`config.mk`:
```
export PLATFORM = sky130hd
export DESIGN_NAME = mc_ctrl
export DESIGN_NICKNAME = d
export VERILOG_FILES = /design/src/rtl/mc_ctrl.sv
export SDC_FILE = /design/constraint.sdc
export NUM_CORES = 1
export LEC_CHECK = 0
export ABC_AREA = 1
export ABC_CLOCK_PERIOD_IN_PS = 3300
export CAP_MARGIN = 20
export CORE_UTILIZATION = 41
export DETAILED_ROUTE_END_ITERATION = 12
export GPL_ROUTABILITY_DRIVEN = 0
export PLACE_DENSITY = 0.93
export SKIP_CTS_REPAIR_TIMING = 1
export SLEW_MARGIN = 15
export SYNTH_ARGS = -nofsm -noshare
export SYNTH_HDL_FRONTEND = slang
export SYNTH_SLANG_ARGS = --single-unit
```
`constraint.sdc`:
```
create_clock -name clk -period 3.3 [get_ports clk]
set_clock_uncertainty 0.2 [all_clocks]
set_input_delay 0.66 -clock clk [delete_from_list [all_inputs] [get_ports clk]]
set_output_delay 0.66 -clock clk [all_outputs]
set_load 0.05 [all_outputs]
```
`src/rtl/mc_ctrl.sv`:
```
// Multi-cycle MIPS control unit: steps each instruction through its states and
// decodes the state register plus IR into ALUOp and datapath select/enable lines.
module mc_ctrl #(
  parameter int WORD_WIDTH = 32
) (
  input  logic                  clk,
  input  logic                  rst_n,
  input  logic [WORD_WIDTH-1:0] instr,
  input  logic                  zero,
  input  logic                  mem_ready,
  output logic [4:0]            ALUOp,
  output logic                  alu_src_a,
  output logic [1:0]            alu_src_b,
  output logic                  mem_req,
  output logic                  mem_we,
  output logic                  iord,
  output logic                  ir_write,
  output logic                  pc_write,
  output logic                  reg_write,
  output logic [1:0]            pc_src,
  output logic [1:0]            reg_dst,
  output logic [1:0]            wb_src,
  output logic                  illegal
);

  typedef enum logic [3:0] {
    FETCH, DECODE, EXEC_R, EXEC_I, MEM_ADDR, MEM_RD, MEM_WR,
    WB_R, WB_I, WB_LD, BRANCH, JUMP, HALT
  } state_t;

  localparam logic [4:0] ALU_NOP  = 5'h00, ALU_ADDU = 5'h01, ALU_ADD  = 5'h02,
                         ALU_SUBU = 5'h03, ALU_SUB  = 5'h04, ALU_AND  = 5'h05,
                         ALU_OR   = 5'h06, ALU_NOR  = 5'h07, ALU_XOR  = 5'h08,
                         ALU_SLT  = 5'h09, ALU_SLTU = 5'h0A, ALU_SLL  = 5'h11,
                         ALU_SRL  = 5'h12, ALU_SRA  = 5'h13, ALU_LUI  = 5'h14;

  state_t     state_q, state_d;
  logic       illegal_q, illegal_d;
  logic [5:0] opcode, funct;
  logic [4:0] r_aluop, i_aluop;
  logic       r_legal;
  logic       unused_instr;

  assign opcode       = instr[31:26];
  assign funct        = instr[5:0];
  assign unused_instr = ^instr[25:6];

  always_comb begin
    r_aluop = ALU_NOP;
    r_legal = 1'b1;
    case (funct)
      6'h20:   r_aluop = ALU_ADD;
      6'h21:   r_aluop = ALU_ADDU;
      6'h22:   r_aluop = ALU_SUB;
      6'h23:   r_aluop = ALU_SUBU;
      6'h24:   r_aluop = ALU_AND;
      6'h25:   r_aluop = ALU_OR;
      6'h26:   r_aluop = ALU_XOR;
      6'h27:   r_aluop = ALU_NOR;
      6'h2A:   r_aluop = ALU_SLT;
      6'h2B:   r_aluop = ALU_SLTU;
      6'h00:   r_aluop = ALU_SLL;
      6'h02:   r_aluop = ALU_SRL;
      6'h03:   r_aluop = ALU_SRA;
      default: r_legal = 1'b0;
    endcase
  end

  // The datapath picks zero- vs sign-extension of the immediate from ALUOp.
  always_comb begin
    i_aluop = ALU_NOP;
    case (opcode)
      6'h08:   i_aluop = ALU_ADD;
      6'h09:   i_aluop = ALU_ADDU;
      6'h0A:   i_aluop = ALU_SLT;
      6'h0B:   i_aluop = ALU_SLTU;
      6'h0C:   i_aluop = ALU_AND;
      6'h0D:   i_aluop = ALU_OR;
      6'h0E:   i_aluop = ALU_XOR;
      6'h0F:   i_aluop = ALU_LUI;
      default: i_aluop = ALU_NOP;
    endcase
  end

  always_ff @(posedge clk or negedge rst_n) begin
    if (!rst_n) begin
      state_q   <= FETCH;
      illegal_q <= 1'b0;
    end else begin
      state_q   <= state_d;
      illegal_q <= illegal_d;
    end
  end

  always_comb begin
    state_d   = state_q;
    ALUOp     = ALU_NOP;
    alu_src_a = 1'b0;
    alu_src_b = 2'd0;
    mem_req   = 1'b0;
    mem_we    = 1'b0;
    iord      = 1'b0;
    ir_write  = 1'b0;
    pc_write  = 1'b0;
    reg_write = 1'b0;
    pc_src    = 2'd0;
    reg_dst   = 2'd0;
    wb_src    = 2'd0;
    case (state_q)
      FETCH: begin
        mem_req   = 1'b1;
        ALUOp     = ALU_ADDU;
        alu_src_b = 2'd1;
        if (mem_ready) begin
          ir_write = 1'b1;
          pc_write = 1'b1;
          state_d  = DECODE;
        end
      end
      DECODE: begin
        ALUOp     = ALU_ADDU;
        alu_src_b = 2'd3;
        case (opcode)
          6'h00:                      state_d = r_legal ? EXEC_R : HALT;
          6'h08, 6'h09, 6'h0A, 6'h0B,
          6'h0C, 6'h0D, 6'h0E, 6'h0F: state_d = EXEC_I;
          6'h23, 6'h2B:               state_d = MEM_ADDR;
          6'h04, 6'h05:               state_d = BRANCH;
          6'h02, 6'h03:               state_d = JUMP;
          default:                    state_d = HALT;
        endcase
      end
      EXEC_R: begin
        ALUOp     = r_aluop;
        alu_src_a = 1'b1;
        state_d   = WB_R;
      end
      EXEC_I: begin
        ALUOp     = i_aluop;
        alu_src_a = 1'b1;
        alu_src_b = 2'd2;
        state_d   = WB_I;
      end
      WB_R: begin
        reg_write = 1'b1;
        reg_dst   = 2'd1;
        state_d   = FETCH;
      end
      WB_I: begin
        reg_write = 1'b1;
        state_d   = FETCH;
      end
      MEM_ADDR: begin
        ALUOp     = ALU_ADDU;
        alu_src_a = 1'b1;
        alu_src_b = 2'd2;
        state_d   = (opcode == 6'h2B) ? MEM_WR : MEM_RD;
      end
      MEM_RD: begin
        mem_req = 1'b1;
        iord    = 1'b1;
        if (mem_ready) state_d = WB_LD;
      end
      MEM_WR: begin
        mem_req = 1'b1;
        mem_we  = 1'b1;
        iord    = 1'b1;
        if (mem_ready) state_d = FETCH;
      end
      WB_LD: begin
        reg_write = 1'b1;
        wb_src    = 2'd1;
        state_d   = FETCH;
      end
      BRANCH: begin
        ALUOp     = ALU_SUBU;
        alu_src_a = 1'b1;
        pc_src    = 2'd1;
        pc_write  = (opcode == 6'h04) ? zero : !zero;
        state_d   = FETCH;
      end
      JUMP: begin
        pc_write = 1'b1;
        pc_src   = 2'd2;
        if (opcode == 6'h03) begin
          reg_write = 1'b1;
          reg_dst   = 2'd2;
          wb_src    = 2'd2;
        end
        state_d = FETCH;
      end
      HALT:    state_d = HALT;
      default: state_d = FETCH;
    endcase
  end

  // Sticky: set on the same edge that enters HALT, so it reads 1 throughout HALT.
  assign illegal_d = illegal_q | (state_d == HALT);
  assign illegal   = illegal_q;

endmodule

```
==> summary.md, run 1 <==
| Metric | Value |
|---|---|
| CP endpoint kind | output pin |
| Type of the worst setup path | in -> out |
| Switching power | approximately 0.00055 W |
| Layout area overhead | 53.6% |
| Via/cell ratio | 5.11 |
| Sequential cell area | 125 µm² |
| Share of cells above drive strength 1 | ~18% |
| Net Sw Frac | about three fifths |
| Max Buffers Root-to-Sink | 2 |
| Sequential cell area fraction in the yosys report | between 10% and 20% |
| Met1 Wirelength | about 1200 µm |
| Worst slew margin | around two thirds |
| Critical Path Fanout Max | 3 |
| Setup_tns | 0 ps |
| VDD IR max | ~440 µV |
| Chip height | 50.4 µm |
| DR top layer | met4 |
| Largest net degree at the start of global routing | 8 |
| Routed wl met2 | approximately 1300 µm |
| Max-capacitance violation count | 0 |
| Core area | 2210 µm² |
| Cell internal pwr | 0.000396 W |
| Final #Nets | 252 |
| Min Tclk post-route | ~3100 ps |
| Unrepaired setup endpoints after global routing | no |
| Sequential power share | 11.0% |
| Initial antenna violation count | 0 |
| Worst-Margin Slew | about 520 ps |
| Worst Path Arrival | around 2300 ps |
| Clock sink count | 5 |
| Vias in the first global route | approximately 1100 |
| Root Driver | clkbuf_4 |
| Rows | 17 |
| F_max | between 300 and 400 MHz |
| Total CTS buffers | 3 |
| Avg WL per Cell | 10.9 µm |
| WHS Path Cells | 2 |
| Die area | between 2000 and 3000 µm² |
| Cell depth of the worst flop-to-flop path | 9 |
| Post-synth top area cell | nand2_1 |
| R2r endpoint | illegal |
| Area occupied by multi-input gates | between 600 and 700 µm² |
| Metal3 WL | approximately 130 µm |
| Final hold vios | 0 |
| Tcrit/Tclk final | between 90 and 100% |
| Worst-path clk slew | around 50 ps |
| Hold path startpoint | illegal |
| # diodes | 0 |
| First-pass GRT wire length | between 4000 and 5000 µm |
| Total grt overflow | 0 |
| Worst reg2reg setup slack | roughly 1700 ps |
| Initial DRT Pass Iterations | 9 |
| CTS tree | yes |
| PD cells | about 640 nW/µm² |
| Worst R2R Start | state_q[2] |
| Htree depth | 1 |
| Drt first-iter violations | 38 |
| Top post-synthesis cells by area | nand2_1, dfrtp_1, inv_1 |
| Avg Cell Area, Syn | about 5.7 µm² |
| Final Max Tran Viols | 0 |
| Mapped Area | between 900 and 1000 µm² |
| Synth Register Bits | 5 |
| Setup violators final | 0 |
| DP Wirelength | roughly 2200 µm |
| Leakage power | 0.764 nW |
| Overall Power | between 0.0009 and 0.001 W |
| Drt total wl | approximately 2600 µm |
| Failing checks | DRC |
| Total track usage | 21.5% |
| Initial core utilization | between 40% and 50% |
| Worst skew pair latency | 250 ps |
| Hold Path End | illegal |
| HP Class | reg -> reg |
| Yosys warning count | 0 |
| Via count | 1216 |
| Clk pwr share | just under 8% |
| Yosys cell types | 28 |
| Worst path required time | 2440 ps |
| Io pins | 57 |
| Syn nets | approximately 210 |
| Die Width | 50.4 µm |
| Mapped Cells | between 150 and 200 |
| Drc violations | 1 |
| Combinational fraction of design power | ~81% |
| IO buf count | 36 |
| Antenna-violating nets left | 0 |
| Fillers | between 150 and 200 |
| Post-synth top area share | 15.6% |
| Crit start category | input pin |
| Status | complete, but fails checks |
## cell type report
| type | instances | area share [%] |
|---|---|---|
| clock buffer | 4 | 1.78 |
| inverter | 38 | 9.66 |
| multi-input combinational | 126 | 46.9 |
| sequential | 5 | 8.47 |
| tap | 28 | 2.37 |
| timing repair buffer | 37 | 30.8 |
## worst max-delay path, cell delays in order
cell and delay (ps):
clkdlybuf4s50_1 440, inv_1 120, ha_1 200, inv_1 60, nor3_1 230, xor2_1 230, o221ai_2 150, buf_12 170
## cells by family after synthesis
kind of cell,count (synthesis),share of synthesized area [%]
flip-flops,5,13.0
buffers and inverters,39,15.6
AND/OR/NAND/NOR,100,50.5
adder cells (fa/ha/maj),5,6.51
XOR/XNOR,1,0.912
AO/OA/AOI/OAI,20,13.4
## metal layers
metal | track usage (%) | up-vias
met5 | 0 | -
met4 | 4.17 | 0
met3 | 4.85 | 4
met2 | 39.1 | 51
met1 | 25.6 | 536
li1 | - | 625
## Yosys cell counts, drive strengths merged
cell type / number
nand2: 43
inv: 38
nor2: 29
nand3: 18
o21ai: 6
dfrtp: 5
ha: 5
nand4: 5
o211ai: 4
a21oi: 3
nor3: 3
a31oi: 2
a22oi: 1
a32o: 1
buf: 1
nand3b: 1
o221ai: 1
o22ai: 1
o32ai: 1
or2: 1
xor2: 1
## worst max path at each step
stage          startpoint   endpoint  slack, ps
6_report        instr[26]   pc_write        170
5_1_grt          instr[2]   ALUOp[1]         10
4_1_cts         instr[26]   pc_write         90
3_5_place_dp    instr[26]   pc_write         90
3_3_place_gp    instr[26]   pc_write        140
2_1_floorplan  state_q[3]  wb_src[1]        340
## power groups by stage
stage          clock network, W  logic [W]  registers (W)
2_1_floorplan                 0   0.000500       0.000101
3_3_place_gp                  0   0.000747       0.000105
3_5_place_dp                  0   0.000760       0.000105
4_1_cts               0.0000747   0.000761       0.000104
5_1_grt               0.0000815   0.000813       0.000108
6_report              0.0000733   0.000768       0.000104
## per-stage QoR
step                setup slack (ps)  instance area [µm²]  utilization [%]  cells  hold slack (ps)
finish                           171                 1480             66.7    238              259
global route                    11.6                 1480             66.7    238              281
CTS                             92.9                 1470             66.5    238              262
detailed placement              90.3                 1440             65.3    234              250
global placement                 135                 1440             65.3    234              247
floorplan                        340                  961                -    170              164
## placed cells by master (no fill, tap or decap)
| master | synthesis | layout |
|---|---|---|
| nor2_4 | 1 | 1 |
| a31oi_1 | 2 | 2 |
| o221ai_2 | 0 | 1 |
| inv_1 | 32 | 32 |
| or2_2 | 1 | 1 |
| nand3_1 | 18 | 18 |
| nand4_1 | 5 | 5 |
| o21ai_1 | 3 | 3 |
| ha_1 | 5 | 5 |
| nand2_8 | 1 | 1 |
| o211ai_1 | 4 | 4 |
| a22oi_1 | 1 | 1 |
| nand2_2 | 2 | 2 |
| nor2_1 | 18 | 18 |
| a32o_1 | 1 | 1 |
| clkdlybuf4s50_1 | 0 | 26 |
| nor3_1 | 2 | 2 |
| clkbuf_1 | 0 | 1 |
| inv_2 | 6 | 6 |
| xor2_1 | 1 | 1 |
| dfrtp_1 | 5 | 5 |
| nand2_1 | 40 | 40 |
| o21ai_0 | 3 | 3 |
| buf_12 | 0 | 9 |
| o22ai_1 | 1 | 1 |
| o32ai_1 | 1 | 1 |
| nand3b_1 | 1 | 1 |
| a21oi_1 | 3 | 3 |
| nor2_2 | 10 | 10 |
| clkbuf_4 | 0 | 3 |
| buf_4 | 1 | 2 |
| nor3_4 | 1 | 1 |
## state kept, by name, summed over array words and instances (netlist names)
register and flops:
illegal 1, state_q 4
Note: power is estimated with default switching activity, not from simulation.
==> run 2: changes to the inputs <==
Settings changed: ABC_AREA 1 to default, CORE_UTILIZATION 41 to 42, PLACE_DENSITY 0.93 to 0.91.
==> run 2 against run 1 <==
Compared with the run above:
- the run now ends clean
- final area grew 13%
- flip-flop and latch count is the same
- sequential share of layout area shrank 0.89 points
- combinational power grew 7.8%
- synthesized area grew 10%
- die area grew 7.4%
- non-clock buffer count grew 17
- synthesized cell count shrank 11%
- power grew 10%
- critical path depth shrank 3
- clock power shrank 0.8%
- critical path type unchanged
- largest power group unchanged
- highest routed layer unchanged
==> summary.md, run 2 <==
| Metric | Value |
|---|---|
| Status | completed |
| Yosys warning count | 0 (unchanged) |
| Most common flop cell mapped by yosys | dfrtp_1 |
| Io pins | 57 (unchanged) |
| Hold Slack | 279 ps (+20.8 ps) |
| F_max | 312 MHz (-2.4%) |
| Top post-synthesis cells by area | dfrtp_1, nor2_1, ha_1 |
| Worst-Margin Slew | 549 ps (+26.0 ps) |
| Yosys cell types | 50 (+79%) |
| Core area | 2300 µm² (+3.8%) |
| Unrepaired setup endpoints after global routing | no |
| Largest net degree at the start of global routing | 15 (+7) |
| Initial antenna violation count | 0 (unchanged) |
| Slowest stage delay, CP | 510 ps (+70 ps) |
| DP Worst Slack | -103 ps (-193 ps) |
| Critical Path Fanout Max | 4 (+1) |
| Sequential cell area fraction in the yosys report | 11.8% (-1.2 points) |
| Worst path required time | 2440 ps (about the same) |
| Drt total wl | 3550 µm (+37%) |
| R2r endpoint | illegal |
| Initial core utilization | 46.1% (+2.7 points) |
| M3 GR Usage | 4.64% (-0.21 points) |
| Most common cell after layout, fill and taps aside | nor2_1 |
| IO buf count | 36 (unchanged) |
| Met2 global-route usage | 45.9% (+6.8 points) |
| Syn nets | 192 (-9.0%) |
| Min Tclk post-route | 3210 ps (+76.3 ps) |
| Share of cells above drive strength 1 | 23.9% (+6.2 points) |
| Root Driver | clkbuf_4 |
| Commonest cells after routing, fill and taps aside | nor2_1, clkdlybuf4s50_1, buf_4 |
| Tcrit/Tclk final | 97.1% (+2.3 points) |
| WHS Path Cells | 2 (unchanged) |
| CTS tree | yes |
| Chip height | 52.2 µm (+3.6%) |
| Total track usage | 27.5% (+5.9 points) |
| Most frequent cells after synthesis | nor2_1, nand2_1, inv_1 |
| Setup ws final | 94.4 ps (-76.3 ps) |
| Post-synthesis async set-or-reset flop share | 100% (unchanged) |
| Hold Path End | illegal |
| Setup_tns | 0 ps (unchanged) |
| Mapped Cells | 151 (-11%) |
| Drt first-iter violations | 76 (+100%) |
| Die area | 2730 µm² (+7.4%) |
| Total grt overflow | 0 (unchanged) |
| Avg Cell Area, Syn | 7.02 µm² (+24%) |
| CP endpoint kind | output pin |
| Clock sink count | 5 (unchanged) |
| Die Width | 52.2 µm (+3.6%) |
| Max-capacitance violation count | 0 (unchanged) |
| HP Class | reg -> reg |
| Top delay family on crit path | simple AND/OR/NAND/NOR gates |
| GRT Max-Usage Layer | met2 |
| Via/cell ratio | 6.12 (+20%) |
| # diodes | 0 (unchanged) |
| Drc violations | 0 (-1) |
| Critical path's slowest cell | nor4_1 |
| Leakage power | 0.710 nW (-7.1%) |
| Final hold vios | 0 (unchanged) |
| Worst-path clk slew | 40 ps (about the same) |
| Setup violators final | 0 (unchanged) |
| DP Wirelength | 2690 µm (+21%) |
| Buf/Inv on CP | 2 (-2) |
| Met1 Track Usage GR | 33.5% (+7.9 points) |
| Avg WL per Cell | 15.8 µm (+45%) |
| Worst R2R Start | state_q[3] |
| Final Non-Filler Cells | 225 (-5.5%) |
| Worst skew pair latency | 250 ps (about the same) |
| Layout area overhead | 57.1% |
| Most frequent cell after synthesis | nor2_1 |
| Cell Chain, Critical Path | clkdlybuf4s50_1 > nor4_1 > nand2_2 > o32ai_4 > buf_12 |
| Vias in the first global route | 1225 (+11%) |
| Mapped Area | 1060 µm² (+10%) |
| Post-synth top area share | 11.8% (-3.8 points) |
| Initial DRT Pass Iterations | 7 (-2) |
| Worst Path Arrival | 2350 ps (+80 ps) |
| Hold path startpoint | illegal |
| Most flops, register | state_q |
| Type of the worst setup path | in -> out |
| VDD IR max | 606 µV (+37%) |
| Inst Count DP | 221 (-5.6%) |
| Post-synth top area cell | dfrtp_1 |
| EDFF count, synth | 0 (unchanged) |
| Rows | 17 (unchanged) |
| First-pass GRT wire length | 5570 µm (+30%) |
| Worst slew margin | 63.0% (-2.0 points) |
| Via count | 1378 (+13%) |
| Synth Register Bits | 5 (unchanged) |
| Worst reg2reg setup slack | 1190 ps (-470 ps) |
| Final #Nets | 239 (-5.2%) |
| Cell depth of the worst flop-to-flop path | 7 (-2) |
| PD cells | 627 nW/µm² (-2.1%) |
| Htree depth | 1 (unchanged) |
| Overall Power | 0.00104 W (+10%) |
| Largest register FFs | 4 (unchanged) |
| Final Max Tran Viols | 0 (unchanged) |
| Antenna-violating nets left | 0 (unchanged) |
| Max Buffers Root-to-Sink | 2 (unchanged) |
| Total CTS buffers | 3 (unchanged) |
| Crit start category | input pin |
run 2: changes by cell type in the layout (fill, tap and decap cells not counted), moves of 5 or more:
| cell | delta |
|---|---|
| nand2_1 | -25 |
| inv_1 | -21 |
| buf_4 | +18 |
| nand3_1 | -14 |
| nor2_2 | -10 |
| inv_2 | -6 |
| nor2_1 | +6 |
| nand4_1 | -5 |
run 2: logic make-up after synthesis:
group	after synthesis	share of synthesized area, %
AND/OR/NAND/NOR	69	33.5
buffers and inverters	23	12.0
flip-flops	5	11.8
AO/OA/AOI/OAI	44	32.2
XOR/XNOR	3	2.48
multiplexers	1	1.06
adder cells (fa/ha/maj)	6	6.85
run 2: layer usage:
layer | up-vias | part of all wire (%) | wire length (µm)
met5 | - | 0 | 0
met4 | 0 | 3.9 | 138
met3 | 18 | 8.2 | 292
met2 | 93 | 50 | 1780
met1 | 626 | 38 | 1340
li1 | 641 | - | -
run 2: worst max path at each step:
stage                     from       end  slack (ps)  cells past startpoint
detailed placement    instr[3]  ALUOp[2]        -100                      7
global route        state_q[1]   mem_req          10                      5
CTS                   instr[3]  ALUOp[2]        -110                      7
global placement      instr[3]  ALUOp[2]         -30                      7
floorplan             instr[0]  ALUOp[0]         -80                      5
finish                instr[4]  ALUOp[2]          90                      5
run 2: per-stage QoR:
step | area (µm²) | util [%]
floorplan | 1070 | -
global placement | 1590 | 69.3
detailed placement | 1590 | 69.3
CTS | 1620 | 70.4
global route | 1670 | 72.5
finish | 1670 | 72.5
run 2: area by class of cell:
type                            instances  area (µm²)
Tap cell                               28        35.0
Inverter                               11        41.3
Fill cell                             174         632
Sequential cell                         5         126
Timing Repair Buffer                   54         581
Clock buffer                            4        26.3
Multi-Input combinational cell        123         856
run 2: worst register-to-register path: stages (launching register included):
cell and delay (ps):
dfrtp_1 450, buf_4 210, nor3_4 260, nand2_2 160
nor4_2 280, a211o_1 160, a221oi_2 60, o31ai_2 230
run 2: power breakdown:
part           internal (W)  switching (W)
combinational      0.000309       0.000519
clock             0.0000458      0.0000269
sequential        0.0000820      0.0000612
